===== config.mk =====
export PLATFORM = sky130hd
export DESIGN_NAME = filter_readout_sched_flat
export DESIGN_NICKNAME = d
export VERILOG_FILES = /design/src/rtl/filter_readout_sched_if.sv /design/src/rtl/filter_readout_sched.sv /design/src/flat_wrapper.sv
export SDC_FILE = /design/constraint.sdc
export NUM_CORES = 1
export LEC_CHECK = 0
export ABC_AREA = 1
export ABC_CLOCK_PERIOD_IN_PS = 5900
export CORE_MARGIN = 5
export CORE_UTILIZATION = 30
export CTS_CLUSTER_DIAMETER = 200
export DETAILED_ROUTE_END_ITERATION = 7
export PLACE_DENSITY_LB_ADDON = 0.3
export SYNTH_ARGS = -nofsm -noshare
export SYNTH_HDL_FRONTEND = slang
export SYNTH_SLANG_ARGS = --single-unit

===== constraint.sdc =====
create_clock -name clk -period 5.9 [get_ports clk]
set_input_delay 1.18 -clock clk [delete_from_list [all_inputs] [get_ports clk]]
set_output_delay 1.18 -clock clk [all_outputs]
set_load 0.02 [all_outputs]

===== src/rtl/filter_readout_sched_if.sv =====
`default_nettype none
// ----------------------------------------------------------------------------
// filter_readout_sched_if : valid/ready readout stream carrying per-channel peaks
// Revision: 1.0
// ----------------------------------------------------------------------------
interface filter_readout_sched_if #(
  parameter int N_CH             = 8,
  parameter int SIZE_FILTER_DATA = 16
);
  localparam int CH_W = $clog2(N_CH);

  logic                        out_valid;
  logic                        out_ready;
  logic [SIZE_FILTER_DATA-1:0] out_data;
  logic [CH_W-1:0]             out_ch;
  logic                        out_last;

  modport master (
    output out_valid, out_data, out_ch, out_last,
    input  out_ready
  );

  modport slave (
    input  out_valid, out_data, out_ch, out_last,
    output out_ready
  );
endinterface
`default_nettype wire


===== src/rtl/filter_readout_sched.sv =====
`default_nettype none
// ----------------------------------------------------------------------------
// filter_readout_sched : windowed signed peak capture per channel, then ordered readout
// Revision: 1.0
// ----------------------------------------------------------------------------
module filter_readout_sched #(
  parameter int N_CH             = 8,
  parameter int SIZE_FILTER_DATA = 16,
  parameter int SIZE_WIN         = 8
) (
  input  logic                               clk,
  input  logic                               reset,
  input  logic                               start,
  input  logic [SIZE_WIN-1:0]                win_len,
  input  logic [N_CH-1:0]                    ch_en,
  input  logic [N_CH*SIZE_FILTER_DATA-1:0]   input_data,
  output logic                               busy,
  output logic                               done,
  filter_readout_sched_if.master             out_if
);
  localparam int CH_W = $clog2(N_CH);
  localparam int SFD  = SIZE_FILTER_DATA;

  typedef enum logic [1:0] {
    IDLE = 2'd0,
    ACQ  = 2'd1,
    SEND = 2'd2,
    DONE = 2'd3
  } state_t;

  state_t                state;
  logic [SIZE_WIN-1:0]   win_len_q;
  logic [SIZE_WIN-1:0]   acq_cnt;
  logic [N_CH-1:0]       ch_en_q;
  logic [N_CH-1:0]       pending;
  logic signed [SFD-1:0] peak     [N_CH];
  logic signed [SFD-1:0] peak_nxt [N_CH];

  logic [SIZE_WIN-1:0]   win_eff;
  logic                  acq_first;
  logic                  acq_last;
  logic [N_CH-1:0]       rest;
  logic [CH_W-1:0]       first_idx;
  logic [CH_W-1:0]       next_idx;
  logic                  first_last;
  logic                  next_last;

  function automatic logic [CH_W-1:0] lowest(input logic [N_CH-1:0] m);
    logic [CH_W-1:0] idx;
    idx = '0;
    for (int i = N_CH - 1; i >= 0; i--) begin
      if (m[i]) idx = CH_W'(i);
    end
    return idx;
  endfunction

  function automatic logic only_one_left(input logic [N_CH-1:0] m, input logic [CH_W-1:0] idx);
    return (m & ~(N_CH'(1) << idx)) == '0;
  endfunction

  // A zero window still takes one sample.
  assign win_eff    = (win_len_q == '0) ? SIZE_WIN'(1) : win_len_q;
  assign acq_first  = (acq_cnt == '0);
  assign acq_last   = (acq_cnt == win_eff - SIZE_WIN'(1));

  assign first_idx  = lowest(ch_en_q);
  assign first_last = only_one_left(ch_en_q, first_idx);
  assign rest       = pending & ~(N_CH'(1) << out_if.out_ch);
  assign next_idx   = lowest(rest);
  assign next_last  = only_one_left(rest, next_idx);

  generate
    for (genvar g = 0; g < N_CH; g++) begin : g_ch
      logic signed [SFD-1:0] sample;
      assign sample      = input_data[g*SFD +: SFD];
      assign peak_nxt[g] = (ch_en_q[g] && (acq_first || (sample > peak[g]))) ? sample : peak[g];
    end
  endgenerate

  always_ff @(posedge clk) begin
    if (reset) begin
      state            <= IDLE;
      win_len_q        <= '0;
      ch_en_q          <= '0;
      acq_cnt          <= '0;
      pending          <= '0;
      for (int i = 0; i < N_CH; i++) peak[i] <= '0;
      out_if.out_valid <= 1'b0;
      out_if.out_data  <= '0;
      out_if.out_ch    <= '0;
      out_if.out_last  <= 1'b0;
      busy             <= 1'b0;
      done             <= 1'b0;
    end else begin
      case (state)
        IDLE: begin
          if (start) begin
            win_len_q <= win_len;
            ch_en_q   <= ch_en;
            acq_cnt   <= '0;
            busy      <= 1'b1;
            if (ch_en == '0) begin
              state <= DONE;
              done  <= 1'b1;
            end else begin
              state <= ACQ;
            end
          end
        end
        ACQ: begin
          for (int i = 0; i < N_CH; i++) peak[i] <= peak_nxt[i];
          acq_cnt <= acq_cnt + SIZE_WIN'(1);
          // The final sample is folded in via peak_nxt so the first word is ready on SEND entry.
          if (acq_last) begin
            state            <= SEND;
            pending          <= ch_en_q;
            out_if.out_valid <= 1'b1;
            out_if.out_ch    <= first_idx;
            out_if.out_data  <= peak_nxt[first_idx];
            out_if.out_last  <= first_last;
          end
        end
        SEND: begin
          if (out_if.out_ready) begin
            pending <= rest;
            if (out_if.out_last) begin
              out_if.out_valid <= 1'b0;
              out_if.out_last  <= 1'b0;
              state            <= DONE;
              done             <= 1'b1;
            end else begin
              out_if.out_ch    <= next_idx;
              out_if.out_data  <= peak[next_idx];
              out_if.out_last  <= next_last;
            end
          end
        end
        DONE: begin
          done  <= 1'b0;
          busy  <= 1'b0;
          state <= IDLE;
        end
        default: state <= IDLE;
      endcase
    end
  end
endmodule
`default_nettype wire


===== src/flat_wrapper.sv =====
// flat-port wrapper written by rule: the top's interface ports become plain ports
module filter_readout_sched_flat 
#(
  parameter int N_CH             = 8,
  parameter int SIZE_FILTER_DATA = 16,
  parameter int SIZE_WIN         = 8
)
  (clk, reset, start, win_len, ch_en, input_data, busy, done, out_if_out_valid, out_if_out_data, out_if_out_ch, out_if_out_last, out_if_out_ready);
  filter_readout_sched_if #(.N_CH(N_CH), .SIZE_FILTER_DATA(SIZE_FILTER_DATA)) out_if_i ();
  input  logic clk;
  input  logic reset;
  input  logic start;
  input  logic [SIZE_WIN-1:0] win_len;
  input  logic [N_CH-1:0] ch_en;
  input  logic [N_CH*SIZE_FILTER_DATA-1:0] input_data;
  output logic busy;
  output logic done;
  output wire logic [$bits(out_if_i.out_valid)-1:0] out_if_out_valid;
  output wire logic [$bits(out_if_i.out_data)-1:0] out_if_out_data;
  output wire logic [$bits(out_if_i.out_ch)-1:0] out_if_out_ch;
  output wire logic [$bits(out_if_i.out_last)-1:0] out_if_out_last;
  input wire logic [$bits(out_if_i.out_ready)-1:0] out_if_out_ready;
  assign out_if_out_valid = out_if_i.out_valid;
  assign out_if_out_data = out_if_i.out_data;
  assign out_if_out_ch = out_if_i.out_ch;
  assign out_if_out_last = out_if_i.out_last;
  assign out_if_i.out_ready = out_if_out_ready;
  filter_readout_sched #(.N_CH(N_CH), .SIZE_FILTER_DATA(SIZE_FILTER_DATA), .SIZE_WIN(SIZE_WIN)) u_core (.clk(clk), .reset(reset), .start(start), .win_len(win_len), .ch_en(ch_en), .input_data(input_data), .busy(busy), .done(done), .out_if(out_if_i));
endmodule

==> results.json <==
{
  "status": "finished clean",
  "die_y_um": 237,
  "drc": 0,
  "setup_viol_count_final": 0,
  "hp-class": "reg2reg",
  "rsz0062_at_grt": "false",
  "cts_sinks": 185,
  "synth_cells": 2364,
  "relSlewSlack": 0.252,
  "reg2reg_depth": 12,
  "io_buffers": 170,
  "dr.pass1.iters": 6,
  "drv_cap": 0,
  "clock-skew-final_ns": 0.0209,
  "worst_slew_pin_slew_ns": 1.12,
  "synth_top_cell_by_area": "edfxtp_1",
  "ys_ff_latch": 185,
  "crit_type": "in2reg",
  "ir_worst_vdd_v": 0.000304,
  "power_density_nw_per_um2": 461,
  "ant_nets": 0,
  "vias_per_cell": 5.07,
  "dominantRegCellSynth": "edfxtp_1",
  "hold_buffers": 0,
  "place.gp.congestion": 0.950,
  "synthDistinctLibCells": 44,
  "syn_nets": 2647,
  "layout_common_cells": "684 x nand2_1, 332 x inv_1, 285 x nand3_1",
  "async_flop_share": 0,
  "synth_area_per_cell_um2": 6.57,
  "yosysTopAreaCellShare": 0.248,
  "cts_tree": "done",
  "start_util": 0.303,
  "drive_gt1_frac": 0.0285,
  "clockBufferDepth": 2,
  "yosysSeqAreaShare": 0.321,
  "top_level_ports": 171,
  "wirelength_um": 60600,
  "ctsResizeCount": 0,
  "grt_overflow": 0,
  "tns_ns": 0,
  "core_um2": 51300,
  "finalMaxSlewViolations": 0,
  "grt_max_degree": 72,
  "cp.arrival_ns": 4.84,
  "area_delta_synth_final_pct": 18.9,
  "wl_per_cell_um": 19.1,
  "antenna_found_initial": 0,
  "hold_depth": 2,
  "postCtsSetupRepairBufs": 0,
  "cp-end-kind": "register",
  "dp.cells": 3136,
  "min_period_over_period": 0.757,
  "dp_hpwl_um": 46800,
  "die_w_um": 237,
  "syn_area_um2": 15500,
  "r2r-start": "u_core.ch_en_q[3]$_SDFFE_PP0P_",
  "grt_pass1_wl_um": 90900,
  "synth_warnings": 0,
  "num_rows": 83,
  "start_kind": "input port",
  "final_common_cell": "nand2_1",
  "grt_util_all_layers": 0.208,
  "p_leak_nw": 8.95,
  "finalNonFillerCells": 3169,
  "critPathLaunch": "input_data[15]",
  "worst-r2r-setup-slack_ns": 1.91,
  "hold_viol": 0,
  "hp-start": "u_core.win_len_q[0]$_SDFFE_PP0P_",
  "htree_levels": 4,
  "cts_inserted_buffers": 17,
  "synth.top_cells.by_area": "edfxtp_1 25%, nand2_1 17%, ha_1 11%",
  "synth_edf_count": 128,
  "hold_end": "u_core.win_len_q[0]$_SDFFE_PP0P_",
  "clockRootBuffer": "clkbuf_16",
  "r2r_end": "u_core.out_if.out_data[1]$_SDFFE_PP0P_",
  "clk_latency_ns": 0.47,
  "grt_pass1_vias": 15400,
  "worstPathRequired_ns": 6.27,
  "die_area_um2": 56400,
  "num_vias": 16100,
  "cp_max_fo": 17,
  "path_clk_slew_ns": 0.07,
  "drt_iter0_markers": 1764,
  "period_needed_ns": 4.47,
  "max_freq_ghz": 0.224,
  "nNetsFinal": 2758
}
[registers in the layout, indices dropped and copies added (netlist names), 2 cells and up]
register / cells
u_core.pending: 8
u_core.ch_en_q: 8
u_core.out_if.out_ch: 3
u_core.acq_cnt: 8
u_core.out_if.out_data: 16
u_core.win_len_q: 8
u_core.state: 2
u_core.peak: 128
[through the flow]
| stage | hold WS, ns | utilization | area [µm²] | power, mW | setup slack [ns] |
|---|---|---|---|---|---|
| 6_report | 0.472 | 0.360 | 18500 | 8.50 | 1.43 |
| 3_5_place_dp | 0.464 | 0.348 | 17800 | 7.17 | 0.963 |
| 4_1_cts | 0.475 | 0.360 | 18400 | 8.44 | 1.47 |
| 3_3_place_gp | 0.462 | 0.348 | 17800 | 7.12 | 0.999 |
| 2_1_floorplan | 0.430 | - | 15500 | 5.42 | 0.658 |
| 5_1_grt | 0.490 | 0.360 | 18400 | 9.12 | 1.16 |
[synth_stat cells (5+ instances only)]
master	number
edfxtp_1	128
buf_2	36
nor4_1	5
dfxtp_1	57
clkbuf_1	48
a21o_1	5
nand3b_1	38
nor3_1	10
o21ai_1	17
xor2_1	5
inv_1	332
o21ai_0	97
nand4_1	8
o21bai_1	19
nand2_1	686
inv_2	7
nand3_1	285
nor2_1	283
xnor2_1	5
a21oi_1	115
ha_1	135
[how the worst max path moves through the flow]
stage | endpoint | slack (ns) | cells after the start
2_1_floorplan | u_core.peak[0][0]$_SDFFCE_PN0P_ | 0.66 | 5
3_3_place_gp | u_core.out_if.out_data[0]$_SDFFE_PP0P_ | 1.0 | 17
3_5_place_dp | u_core.out_if.out_data[1]$_SDFFE_PP0P_ | 0.96 | 17
4_1_cts | u_core.out_if.out_data[0]$_SDFFE_PP0P_ | 1.47 | 17
5_1_grt | u_core.out_if.out_data[0]$_SDFFE_PP0P_ | 1.16 | 17
6_report | u_core.out_if.out_data[1]$_SDFFE_PP0P_ | 1.43 | 17
[logic make-up after synthesis]
logic type,after synthesis,share of synthesized area
DFF,185,0.321
buffers and inverters,434,0.109
and+or+nand+nor,1328,0.359
adders and majority gates,135,0.109
AOI/OAI and AO/OA,272,0.0959
xor gates and xnor gates,10,0.00564
[routing by layer]
metal / global-route usage / vias up / wire length, µm
met5: 0 / - / 0
met3: 0.0297 / 101 / 4150
met4: 0.0929 / 0 / 2840
li1: - / 7860 / -
met2: 0.340 / 635 / 27900
met1: 0.275 / 7474 / 25800
[cell type report]
| cell class | count | area (µm²) |
|---|---|---|
| Sequential cell | 185 | 4980 |
| Clock inverter | 15 | 180 |
| Antenna cell | 1 | 2.50 |
| Multi-Input combinational cell | 1745 | 8880 |
| Inverter | 340 | 1280 |
| Timing Repair Buffer | 186 | 1850 |
| Fill cell | 5526 | 32900 |
| Tap cell | 680 | 851 |
| Clock buffer | 17 | 425 |
[critical path, cell delays in order]
cell	delay (ns)
clkdlybuf4s50_1	0.49
ha_1	0.39
nand2_1	0.11
nor3_1	0.37
nand2_1	0.12
nand3_1	0.09
nand2_1	0.06
nand2_1	0.05
nand2_1	0.36
nand2_1	0.65
nand2_1	0.15
nand3_1	0.10
nand2_1	0.10
o21bai_1	0.23
nand2_1	0.18
nor2_1	0.13
nor2_1	0.04
[power breakdown]
part	switching, mW	internal [mW]	total (mW)	leakage, nW
clock	0.558	0.701	1.26	0.283
combinational	3.55	1.49	5.04	6.84
sequential	0.323	1.88	2.20	1.83
Note: power is estimated with default switching activity, not from simulation.
